File: src/rtl/seg_scan_controller.sv
// ---------------------------------------------------------------------------
// seg_scan_controller
//
// Drives an 8-digit, time-multiplexed seven-segment display with a 32-bit
// word shown as eight hex digits. The word is {instruction, PC}, and digit 7
// is the leftmost digit. Each digit slot has two phases:
//   * GAP: all anodes are off, which prevents ghosting.
//   * ON:  the digit is lit.
// A word written through the valid/ready port waits in a pending shadow
// register. It moves to the displayed register only on the last cycle of a
// frame, so a single frame never mixes two words.
//
// Ports
//   Clock      in   1   system clock, rising edge
//   Reset      in   1   asynchronous, active-high reset
//   Data       in   32  word to display; digit i shows Data[4i+3:4i]
//   DataValid  in   1   Data offered this cycle
//   DataReady  out  1   pending register empty (transfer on Valid & Ready)
//   BlankEn    in   1   blank leading-zero digits (digit 0 never blanked)
//   DPMask     in   8   decimal point per digit, 1 = lit
//   out7       out  7   segments {g,f,e,d,c,b,a}, active-low
//   dp         out  1   decimal point, active-low
//   en_out     out  8   digit anodes, active-low
//   FrameDone  out  1   pulse on the last ON cycle of digit 7
// ---------------------------------------------------------------------------
module seg_scan_controller #(
   parameter int unsigned REFRESH_CYCLES = 100000,
   parameter int unsigned GAP_CYCLES     = 16,
   parameter int unsigned CNT_W          = 17
) (
   input  logic        Clock,
   input  logic        Reset,
   input  logic [31:0] Data,
   input  logic        DataValid,
   output logic        DataReady,
   input  logic        BlankEn,
   input  logic [7:0]  DPMask,
   output logic [6:0]  out7,
   output logic        dp,
   output logic [7:0]  en_out,
   output logic        FrameDone
);

   localparam int unsigned DATA_W  = 32;
   localparam int unsigned DIGIT_W = 3;

   localparam logic [0:0] PH_GAP = 1'b0;
   localparam logic [0:0] PH_ON  = 1'b1;

   localparam logic [CNT_W-1:0]   ON_LAST    = CNT_W'(REFRESH_CYCLES - 1);
   localparam logic [CNT_W-1:0]   GAP_LAST   = CNT_W'(GAP_CYCLES - 1);
   localparam logic [DIGIT_W-1:0] LAST_DIGIT = DIGIT_W'(7);

   localparam logic [7:0] ANODES_OFF = 8'hFF;
   localparam logic [6:0] SEGS_OFF   = 7'h7F;

   // Scan state
   logic [0:0]         phase,    phase_nx;
   logic [DIGIT_W-1:0] digit,    digit_nx;
   logic [CNT_W-1:0]   cnt,      cnt_nx;

   // Next values for the registered display outputs
   logic [7:0]         en_nx;
   logic [6:0]         seg_nx;
   logic               dp_nx;
   logic               frame_done_nx;

   // Displayed word and pending shadow word
   logic [DATA_W-1:0]  active;
   logic [DATA_W-1:0]  pending;

   // Digit decode helpers
   logic [DATA_W-1:0]  upper;
   logic [3:0]         nibble;
   logic               blank;

   // Hex to active-low {g,f,e,d,c,b,a}
   function automatic logic [6:0] hex7(input logic [3:0] n);
      logic [6:0] s;
      case (n)
         4'h0:    s = 7'h40;
         4'h1:    s = 7'h79;
         4'h2:    s = 7'h24;
         4'h3:    s = 7'h30;
         4'h4:    s = 7'h19;
         4'h5:    s = 7'h12;
         4'h6:    s = 7'h02;
         4'h7:    s = 7'h78;
         4'h8:    s = 7'h00;
         4'h9:    s = 7'h10;
         4'hA:    s = 7'h08;
         4'hB:    s = 7'h03;
         4'hC:    s = 7'h46;
         4'hD:    s = 7'h21;
         4'hE:    s = 7'h06;
         default: s = 7'h0E;
      endcase
      return s;
   endfunction

   // Next-state and next-output logic.
   // The outputs are computed from the *next* state, so the registered
   // outputs line up with the state they describe. As a result, the first
   // ON cycle of a digit already shows its anode.
   always_comb begin
      phase_nx      = phase;
      digit_nx      = digit;
      cnt_nx        = cnt + CNT_W'(1);
      en_nx         = ANODES_OFF;
      seg_nx        = SEGS_OFF;
      dp_nx         = 1'b1;
      frame_done_nx = 1'b0;
      upper         = '0;
      nibble        = 4'h0;
      blank         = 1'b0;

      case (phase)
         PH_GAP: begin
            if (cnt == GAP_LAST) begin
               phase_nx = PH_ON;
               cnt_nx   = '0;
            end
         end
         PH_ON: begin
            if (cnt == ON_LAST) begin
               phase_nx = PH_GAP;
               digit_nx = digit + DIGIT_W'(1);
               cnt_nx   = '0;
            end
         end
         default: begin
            phase_nx = PH_GAP;
            digit_nx = '0;
            cnt_nx   = '0;
         end
      endcase

      // A digit is a leading zero when it and every digit to its left are zero
      upper  = active >> {digit_nx, 2'b00};
      nibble = upper[3:0];
      blank  = BlankEn && (digit_nx != '0) && (upper == '0);

      if ((phase_nx == PH_ON) && !blank) begin
         en_nx  = ~(8'b0000_0001 << digit_nx);
         seg_nx = hex7(nibble);
         dp_nx  = ~DPMask[digit_nx];
      end

      frame_done_nx = (phase_nx == PH_ON) && (digit_nx == LAST_DIGIT) &&
                      (cnt_nx == ON_LAST);
   end

   // State register and registered display outputs
   always_ff @(posedge Clock or posedge Reset) begin
      if (Reset) begin
         phase     <= PH_GAP;
         digit     <= '0;
         cnt       <= '0;
         en_out    <= ANODES_OFF;
         out7      <= SEGS_OFF;
         dp        <= 1'b1;
         FrameDone <= 1'b0;
      end else begin
         phase     <= phase_nx;
         digit     <= digit_nx;
         cnt       <= cnt_nx;
         en_out    <= en_nx;
         out7      <= seg_nx;
         dp        <= dp_nx;
         FrameDone <= frame_done_nx;
      end
   end

   // Handshake and frame-boundary promotion.
   // An accept needs an empty pending register, and a promotion needs a full
   // one, so the two branches can never fire together. A word accepted in the
   // FrameDone cycle therefore waits for the next boundary.
   always_ff @(posedge Clock or posedge Reset) begin
      if (Reset) begin
         active    <= '0;
         pending   <= '0;
         DataReady <= 1'b1;
      end else if (DataValid && DataReady) begin
         pending   <= Data;
         DataReady <= 1'b0;
      end else if (FrameDone && !DataReady) begin
         active    <= pending;
         DataReady <= 1'b1;
      end
   end

endmodule

File: config.mk
export PLATFORM = sky130hd
export DESIGN_NAME = seg_scan_controller
export DESIGN_NICKNAME = d
export VERILOG_FILES = /design/src/rtl/seg_scan_controller.sv
export SDC_FILE = /design/constraint.sdc
export NUM_CORES = 1
export LEC_CHECK = 0
export CAP_MARGIN = 20
export CORE_MARGIN = 2
export CORE_UTILIZATION = 49
export CTS_CLUSTER_DIAMETER = 150
export DETAILED_ROUTE_END_ITERATION = 8
export GPL_TIMING_DRIVEN = 0
export PLACE_DENSITY_LB_ADDON = 0.08
export SLEW_MARGIN = 20
export SYNTH_ARGS = -nofsm -noshare
export SYNTH_HDL_FRONTEND = slang
export SYNTH_SLANG_ARGS = --single-unit
File: constraint.sdc
create_clock -name Clock -period 4.25 [get_ports Clock]
set_input_delay 1.0625 -clock Clock [delete_from_list [all_inputs] [get_ports Clock]]
set_output_delay 1.0625 -clock Clock [all_outputs]
set_load 0.03 [all_outputs]
==> impl_metrics.tcl, run 1 <==
set metrics [dict create \
    viasPerCell 5.89 \
    holdWs_ns 0.491 \
    finalSetupViolations 0 \
    crit_required_ns 4.53 \
    overflow 0 \
    r2r_start "cnt[0]" \
    grt_max_degree 68 \
    wl_um 11400 \
    portBuffers 61 \
    min_from "cnt[0]" \
    synth_top_cell_by_area "dfrtp_1" \
    mostFrequentLayoutCells "dfrtp_1 (86), mux2_2 (66), clkdlybuf4s50_1 (61), nand2_1 (26), nor2_1 (18)" \
    rsz0062_at_grt "no" \
    rr_endpoint "out7[4]" \
    ir_drop_v 0.000248 \
    ys.flop_type "dfrtp_1" \
    dpl.hpwl_um 8500 \
    skew_ns 0.00861 \
    clock_sinks 103 \
    min_path_type "register to register" \
    fp-row-count 37 \
    crit_type "register to register" \
    cp.arrival_ns 4.29 \
    holdPathEnd "cnt[0]" \
    antenna_found_initial 0 \
    final_common_cell "dfrtp_1" \
    worst_setup_path_start_kind "register" \
    finalCritPeriodShare_pct 94.3 \
    max_stage_delay_ns 0.42 \
    start_util_pct 50.6 \
    yosysWarnings 0 \
    ant_nets 0 \
    synth_compound_area_share_pct 9.16 \
    dp_cells 624 \
    drive_above_1_share_pct 27.6 \
    drc 0 \
    synthXorXnorAreaFrac_pct 2.66 \
    synth_fp_nets 478 \
    netlist_area_mm2 0.00522 \
    fin_area_mm2 0.00627 \
    powerDensity_mw_per_mm2 282 \
    synthAdderAreaFrac_pct 1.92 \
    cts_setup_buffers 0 \
    outcome "finished clean" \
    ys_seq_area_share_pct 49.8 \
    max_freq_mhz 250 \
    hold_viol 0 \
    synth_top_family_by_area "multiplexers" \
    clock_latency_ns 0.38 \
    grt.total_usage_pct 21.4 \
    crit_chain "ha_1 > and3_1 > and3_1 > buf_2 > a21oi_2 > or2_4 > buf_4 > a32oi_1 > a31o_2 > inv_1 > ha_1 > and2_1 > o221ai_1 > a2111oi_4 > a31oi_2 > buf_6 > o221ai_1" \
    core_area_mm2 0.0103 \
    syn2layout_area_growth_pct 20.2 \
    cts_buffers 9 \
    min_period_ns 4.01 \
    fp.dieW_um 107 \
    worst_slew_pin_slew_ns 0.862 \
    cts_tree "done" \
    synth.area.mux_share_pct 20.8 \
    first_global_vias 3774 \
    synth_top_area_share_pct 41.2 \
    final_cells 640 \
    worstPathMaxFanout 10 \
    first_pass_iters 6 \
    syn_inst 426 \
    slew_headroom_pct 42.0 \
    die_h_um 107 \
    slew_violations 0 \
    critical-path-slowest-cell "dfrtp_1" \
    grt_pass1_wl_um 19100 \
    antenna_cells 0 \
    synth_edf_count 0 \
    cts_max_level 3 \
    io_pins 62 \
    ff2ff_setup_slack_ns 0.24 \
    nNetsFinal 551 \
    path_clk_slew_ns 0.10 \
    syn_area_per_cell_um2 12.3 \
    placed_area_mm2 0.00603 \
    async_flop_share_pct 100 \
    final_util_pct 60.8 \
    vias 3769 \
    rr_worst_depth 17 \
    maxCapViolCount 0 \
    place_congestion 0.913 \
    dieArea_mm2 0.0115 \
    crit_path_end_kind "register" \
    ctsLongestPathBuffers 2 \
    wl_per_cell_um 17.8 \
    root_buffer "clkbuf_8" \
    ys_types 64 \
    drtIter0Drc 262 \
    yosys.area_share.simple_pct 13.0 \
    cts_hold_buf 0 \
    p_leak_nw 2.68 \
    yosys_register_bits 103 \
    yosys-top-cells-area "dfrtp_1 (41%), mux2_2 (14%), dfstp_2 (8.6%)" \
    tns_ns 0 \
    worst_hold_path.num_cells 1 \
]
cell usage after synthesis, types with 9 or more instances:
library cell	count
dfrtp_1	86
mux2_2	66
nand2_1	26
nor2_1	18
dfstp_2	17
mux2i_1	16
nor3_1	14
inv_1	11
a21oi_1	9
or4_1	9
xnor2_1	9
state kept, by name, indices dropped and copies added, names as in the netlist:
name and count:
dp 1, active 32, phase 1, DataReady 1
digit 3, out7 7, cnt 17, en_out 8
FrameDone 1, pending 32
stage by stage:
step                worst slack, ns  total power (W)
floorplan                     0.512          0.00109
global placement             -0.917          0.00115
detailed placement          -0.0791          0.00116
CTS                       0.0000533          0.00179
global route                 0.0583          0.00185
finish                        0.243          0.00177
metal layers:
metal | wire length (um) | vias up | GRT usage [%]
li1 | - | 1739 | -
met1 | 5180 | 1866 | 28.7
met2 | 5350 | 142 | 34.9
met3 | 640 | 22 | 4.13
met4 | 206 | 0 | 7.61
met5 | 0 | - | 0
critical path: cells and delay by family (launching register included):
family	cells	cell delay, ns
and+or+nand+nor	4	0.85
buffers and inverters	4	0.72
AOI/OAI and AO/OA	7	1.44
DFF	1	0.42
adders and majority gates	2	0.46
final cells by class:
type	instances	area, um2
buffer	20	95.1
tap	136	170
multi-input combinational	290	2510
clock buffer	9	124
sequential	103	2600
inverter	13	53.8
fill	858	4050
timing repair buffer	62	638
clock inverter	7	81.3
worst max-delay path by stage:
stage,from,to,slack (ns)
6_report,cnt[0],out7[4],0.24
3_3_place_gp,Reset,pending[6],-0.92
2_1_floorplan,Reset,FrameDone,0.51
3_5_place_dp,cnt[0],out7[4],-0.08
5_1_grt,cnt[0],out7[4],0.06
4_1_cts,cnt[0],out7[4],0.00005
kinds of logic (layout without fill, tap and decap cells):
group                    count (synthesis)  in the layout
AND/OR/NAND/NOR                        119            119
flip-flops                             103            103
multiplexers                            90             90
AO/OA/AOI/OAI                           58             58
buffers and inverters                   33            111
XOR/XNOR                                15             15
adder cells (fa/ha/maj)                  8              8
timing repair:
item / CTS / global route
setup endpoints to repair: 10 / 14
endpoints found under the hold margin: 0 / 0
resized for setup: 3 / 5
pin swaps: 0 / 1
where the power goes:
part	internal [W]	switching, W	total [W]
combinational	0.0000650	0.0000342	0.0000992
clock	0.000280	0.000353	0.000633
sequential	0.00102	0.0000184	0.00103
Note: power is estimated with default switching activity, not from simulation.
==> run 2, diff against run 1 <==
--- a/config.mk
+++ b/config.mk
@@ -8,6 +8,7 @@
 export CAP_MARGIN = 20
 export CORE_MARGIN = 2
 export CORE_UTILIZATION = 49
+export CTS_BUF_LIST = sky130_fd_sc_hd__clkbuf_16
 export CTS_CLUSTER_DIAMETER = 150
 export DETAILED_ROUTE_END_ITERATION = 8
 export GPL_TIMING_DRIVEN = 0
==> constraint.sdc (replaced) <==
create_clock -name Clock -period 4.25 [get_ports Clock]
set_input_delay 1.0625 -clock Clock [delete_from_list [all_inputs] [get_ports Clock]]
set_output_delay 1.0625 -clock Clock [all_outputs]
set_load 0.02 [all_outputs]
==> impl_metrics.tcl, run 2 (synthesis results as in run 1) <==
set metrics [dict create \
    outcome "finished clean" \
    clock_latency_ns 0.35 \
    worst_setup_path_start_kind "register" \
    wl_met3_um 656 \
    core_area_mm2 0.0103 \
    post-place-ws_ns -0.0791 \
    first_pass_iters 5 \
    clock_sinks 103 \
    ctsLongestPathBuffers 2 \
    top_layer_used "met4" \
    p_switching_w 0.000426 \
    holdPathEnd "active[25]" \
    power.clock.fraction_pct 42.5 \
    min_period_ns 4.03 \
    ir_drop_v 0.000217 \
    cts_buffers 9 \
    grt.total_usage_pct 21.6 \
    internal_power_w 0.00155 \
    worst_slew_pin_slew_ns 0.859 \
    worstPathMaxFanout 10 \
    dieArea_mm2 0.0115 \
    rr_endpoint "out7[4]" \
    r2r_start "cnt[0]" \
    vias 3789 \
    ant_nets 0 \
    swShare_pct 21.6 \
    fp-row-count 37 \
    place_congestion 0.913 \
    portBuffers 61 \
    grt_pass1_wl_um 19200 \
    min_from "pending[25]" \
    powerDensity_mw_per_mm2 309 \
    skew_ns 0.00620 \
    p_leak_nw 2.73 \
    antenna_cells 0 \
    die_h_um 107 \
    crit_required_ns 4.49 \
    finalWorstSetupSlack_ns 0.215 \
    viasPerCell 5.92 \
    ff2ff_setup_slack_ns 0.22 \
    maxCapViolCount 0 \
    rsz0062_at_grt "no" \
    dp_cells 624 \
    antenna_found_initial 0 \
    cts_setup_buffers 0 \
    drtIter0Drc 232 \
    rr_worst_depth 17 \
    drt-met1-wl_um 5210 \
    drive_above_1_share_pct 27.8 \
    cts_max_level 3 \
    cp.arrival_ns 4.28 \
    nNetsFinal 551 \
    holdWs_ns 0.504 \
    crit_path_end_kind "register" \
    final_util_pct 61.8 \
    overflow 0 \
    p_total_w 0.00197 \
    fillers 853 \
    slew_headroom_pct 42.2 \
    slew_violations 0 \
    wl_um 11500 \
    final_cells 640 \
    cts_hold_buf 0 \
    path_clk_slew_ns 0.07 \
    grt_max_degree 68 \
    fp.dieW_um 107 \
    final_common_cell "dfrtp_1" \
    dpl.hpwl_um 8500 \
    cts_tree "done" \
    finalCritPeriodShare_pct 94.9 \
    worst_hold_path.num_cells 1 \
    finalSetupViolations 0 \
    start_util_pct 50.6 \
    mostFrequentLayoutCells "dfrtp_1 (86), mux2_2 (66), clkdlybuf4s50_1 (61), nand2_1 (26), nor2_1 (18)" \
    syn2layout_area_growth_pct 22.1 \
    hold_viol 0 \
    seq_power_share_pct 52.5 \
    dr_wl_met2_um 5480 \
    max_freq_mhz 248 \
    seqCellArea_mm2 0.00260 \
    first_global_vias 3792 \
    drc 0 \
    min_path_type "register to register" \
    multiInputGateArea_mm2 0.00251 \
    crit_type "register to register" \
    wl_per_cell_um 18.0 \
    reg.largest.list "active (32), pending (32), cnt (17)" \
    combPwrFrac_pct 5.0 \
    root_buffer "clkbuf_16" \
    io_pins 62 \
]
run 2: cell counts in the layout (fill, tap and decap cells not counted):
Identical to the previous run, type by type.
run 2: critical path: stages (launching register included):
cell and delay [ns]:
dfrtp_1 0.42, ha_1 0.26, and3_1 0.26, and3_1 0.22, buf_2 0.20, a21oi_2 0.22, or2_4 0.20, buf_4 0.22
a32oi_1 0.12, a31o_2 0.32, inv_1 0.13, ha_1 0.21, and2_1 0.17, o221ai_1 0.20, a2111oi_4 0.30, a31oi_2 0.19
buf_6 0.18, o221ai_1 0.10
run 2: how the worst max path moves through the flow:
stage	start	to	cells past startpoint
floorplan	Reset	FrameDone	1
global placement	Reset	pending[6]	2
detailed placement	cnt[0]	out7[4]	17
CTS	cnt[0]	out7[4]	16
global route	cnt[0]	out7[4]	17
finish	cnt[0]	out7[4]	17
run 2: per-stage QoR:
| stage | area (um2) | setup TNS [ns] |
|---|---|---|
| final | 6380 | 0 |
| after global routing | 6380 | 0 |
| after CTS | 6350 | 0 |
| after detailed placement | 6030 | -0.381 |
| after global placement | 6000 | -78.14 |
| after floorplan | 5220 | 0 |
run 2: layer usage:
layer / global-route usage, % / up-vias
li1: - / 1744
met1: 28.9 / 1895
met2: 35.1 / 133
met3: 4.07 / 17
met4: 7.51 / 0
met5: 0 / -
run 2: cell type report:
type | instances | share of cell area, %
Timing Repair Buffer | 62 | 10.0
Clock inverter | 7 | 1.28
Multi-Input combinational cell | 290 | 39.4
Clock buffer | 9 | 3.53
Sequential cell | 103 | 40.8
Inverter | 13 | 0.844
Tap cell | 136 | 2.67
Buffer | 20 | 1.51
run 2: what timing repair did:
item                                    in CTS  in global routing
endpoints found under the setup margin      10                 11
pin swaps                                    0                  1
gates resized for setup                      4                  6
run 2: power groups by stage:
| stage | Clock (W) | Sequential [W] | Combinational [W] |
|---|---|---|---|
| 6_report | 0.000839 | 0.00104 | 0.0000990 |
| 5_1_grt | 0.000899 | 0.00104 | 0.000110 |
| 4_1_cts | 0.000861 | 0.00104 | 0.000102 |
| 3_5_place_dp | 0 | 0.00105 | 0.000102 |
| 3_3_place_gp | 0 | 0.00105 | 0.0000943 |
| 2_1_floorplan | 0 | 0.00105 | 0.0000478 |
==> RTL change: new RTL, settings of run 1 <==
Reset style: synchronous (`Reset`), changed in 2 clocked blocks. Comments in the files are not updated.
--- a/src/rtl/seg_scan_controller.sv
+++ b/src/rtl/seg_scan_controller.sv
@@ -153,3 +153,3 @@
    // State register and registered display outputs
-   always_ff @(posedge Clock or posedge Reset) begin
+   always_ff @(posedge Clock) begin
       if (Reset) begin
@@ -177,3 +177,3 @@
    // FrameDone cycle therefore waits for the next boundary.
-   always_ff @(posedge Clock or posedge Reset) begin
+   always_ff @(posedge Clock) begin
       if (Reset) begin
Behaviour: differs if Reset is asserted again (counterexample within 4 cycles, from zero or initial values and one cycle with Reset high); with Reset held inactive, the same outputs for 10 cycles.
==> RTL change against run 1 <==
Sequential cell count is the same. Hold slack lost 0.032 ns. Power shrank 0.32%. Synthesized area shrank 7.4%. Worst setup slack lost 0.031 ns. Cell area shrank 6.2%. Routed wire length grew 4.6%. Final cell count grew 27%.
==> RTL change: results (changes against run 1) <==
run status=finished, final reports clean; DP Wirelength=9040 µm (+6.4%); Crit. Startpoint=cnt[5]; max_slew headroom=42.77% (+0.75 points); Distinct cells, synth=60 (-6.3%); ys async rst share=0% (-100 points); vias in the first global route=4,081 (+8.1%); r2r worst-path depth=16 (-1); crit path max-delay cell type=or4_4; share of cells above drive strength 1=8.235% (-19 points); worst hold path endpoint=active[15]; Post-CTS Resized=5 (+2); worst setup path end=out7[3]; Peak VDD IR=0.0002435 V (-1.9%); worst hold start=pending[15]; syn_nets=652 (+36%); Worst Path Arrival=4.32 ns (+0.03 ns); final cell count without fillers=813 (+27%); mean area per synthesized cell=8.042 µm² (-34%); Routability Congestion=0.9373 (+2.6%); f_max=247.6 MHz (-0.77%); Hold Crit Depth=2 (+1); detailed-route via count=4,431 (+18%); metal2 WL=5726 µm (+6.9%); Placed Cells incl. Taps=795 (+27%)
==> RTL change: cell types whose count changed in the layout (fill, tap and decap cells not counted), moves of 17 or more <==
| cell | run 1 | this run |
|---|---|---|
| nand2_1 | 26 | 169 |
| dfxtp_1 | 0 | 103 |
| dfrtp_1 | 86 | 0 |
| a21oi_1 | 8 | 79 |
| mux2_2 | 66 | 0 |
| clkbuf_1 | 7 | 28 |
| dfstp_2 | 17 | 0 |
==> RTL change: worst max-delay path: cells and delay by family, from the launching register on <==
family	cells	cell delay, ns
buffers and inverters	3	0.52
flip-flops	1	0.37
AND/OR/NAND/NOR	6	1.87
AO/OA/AOI/OAI	6	0.93
adder cells (fa/ha/maj)	1	0.26
==> RTL change: final cells by class <==
cell class                 instances  area, µm²
buffer                            36      168.9
clock inverter                     7      95.09
clock buffer                       9      123.9
inverter                          11      41.29
multi-input combinational        450       2592
timing repair buffer              64      633.1
tap                              133      166.4
fill                             922       3801
sequential                       103       2062
==> RTL change: kinds of logic after synthesis <==
kind of cell,Yosys count,synth area share [%]
AOI/OAI and AO/OA,128,17.34
xor gates and xnor gates,19,3.754
and+or+nand+nor,285,27.39
adders and majority gates,7,1.812
buffers and inverters,48,4.401
DFF,103,42.66
muxes,11,2.640
==> RTL change: power breakdown <==
part | internal, mW | leakage (nW) | switching [mW]
Sequential | 0.985 | 0.836 | 0.0117
Clock | 0.291 | 0.111 | 0.371
Combinational | 0.0546 | 1.15 | 0.0490
==> RTL change: routing by layer <==
metal | vias to the layer above | global-route usage [%]
met5 | - | 0
li1 | 2224 | -
met1 | 2070 | 30.91
met2 | 117 | 39.56
met3 | 20 | 4.704
met4 | 0 | 5.668
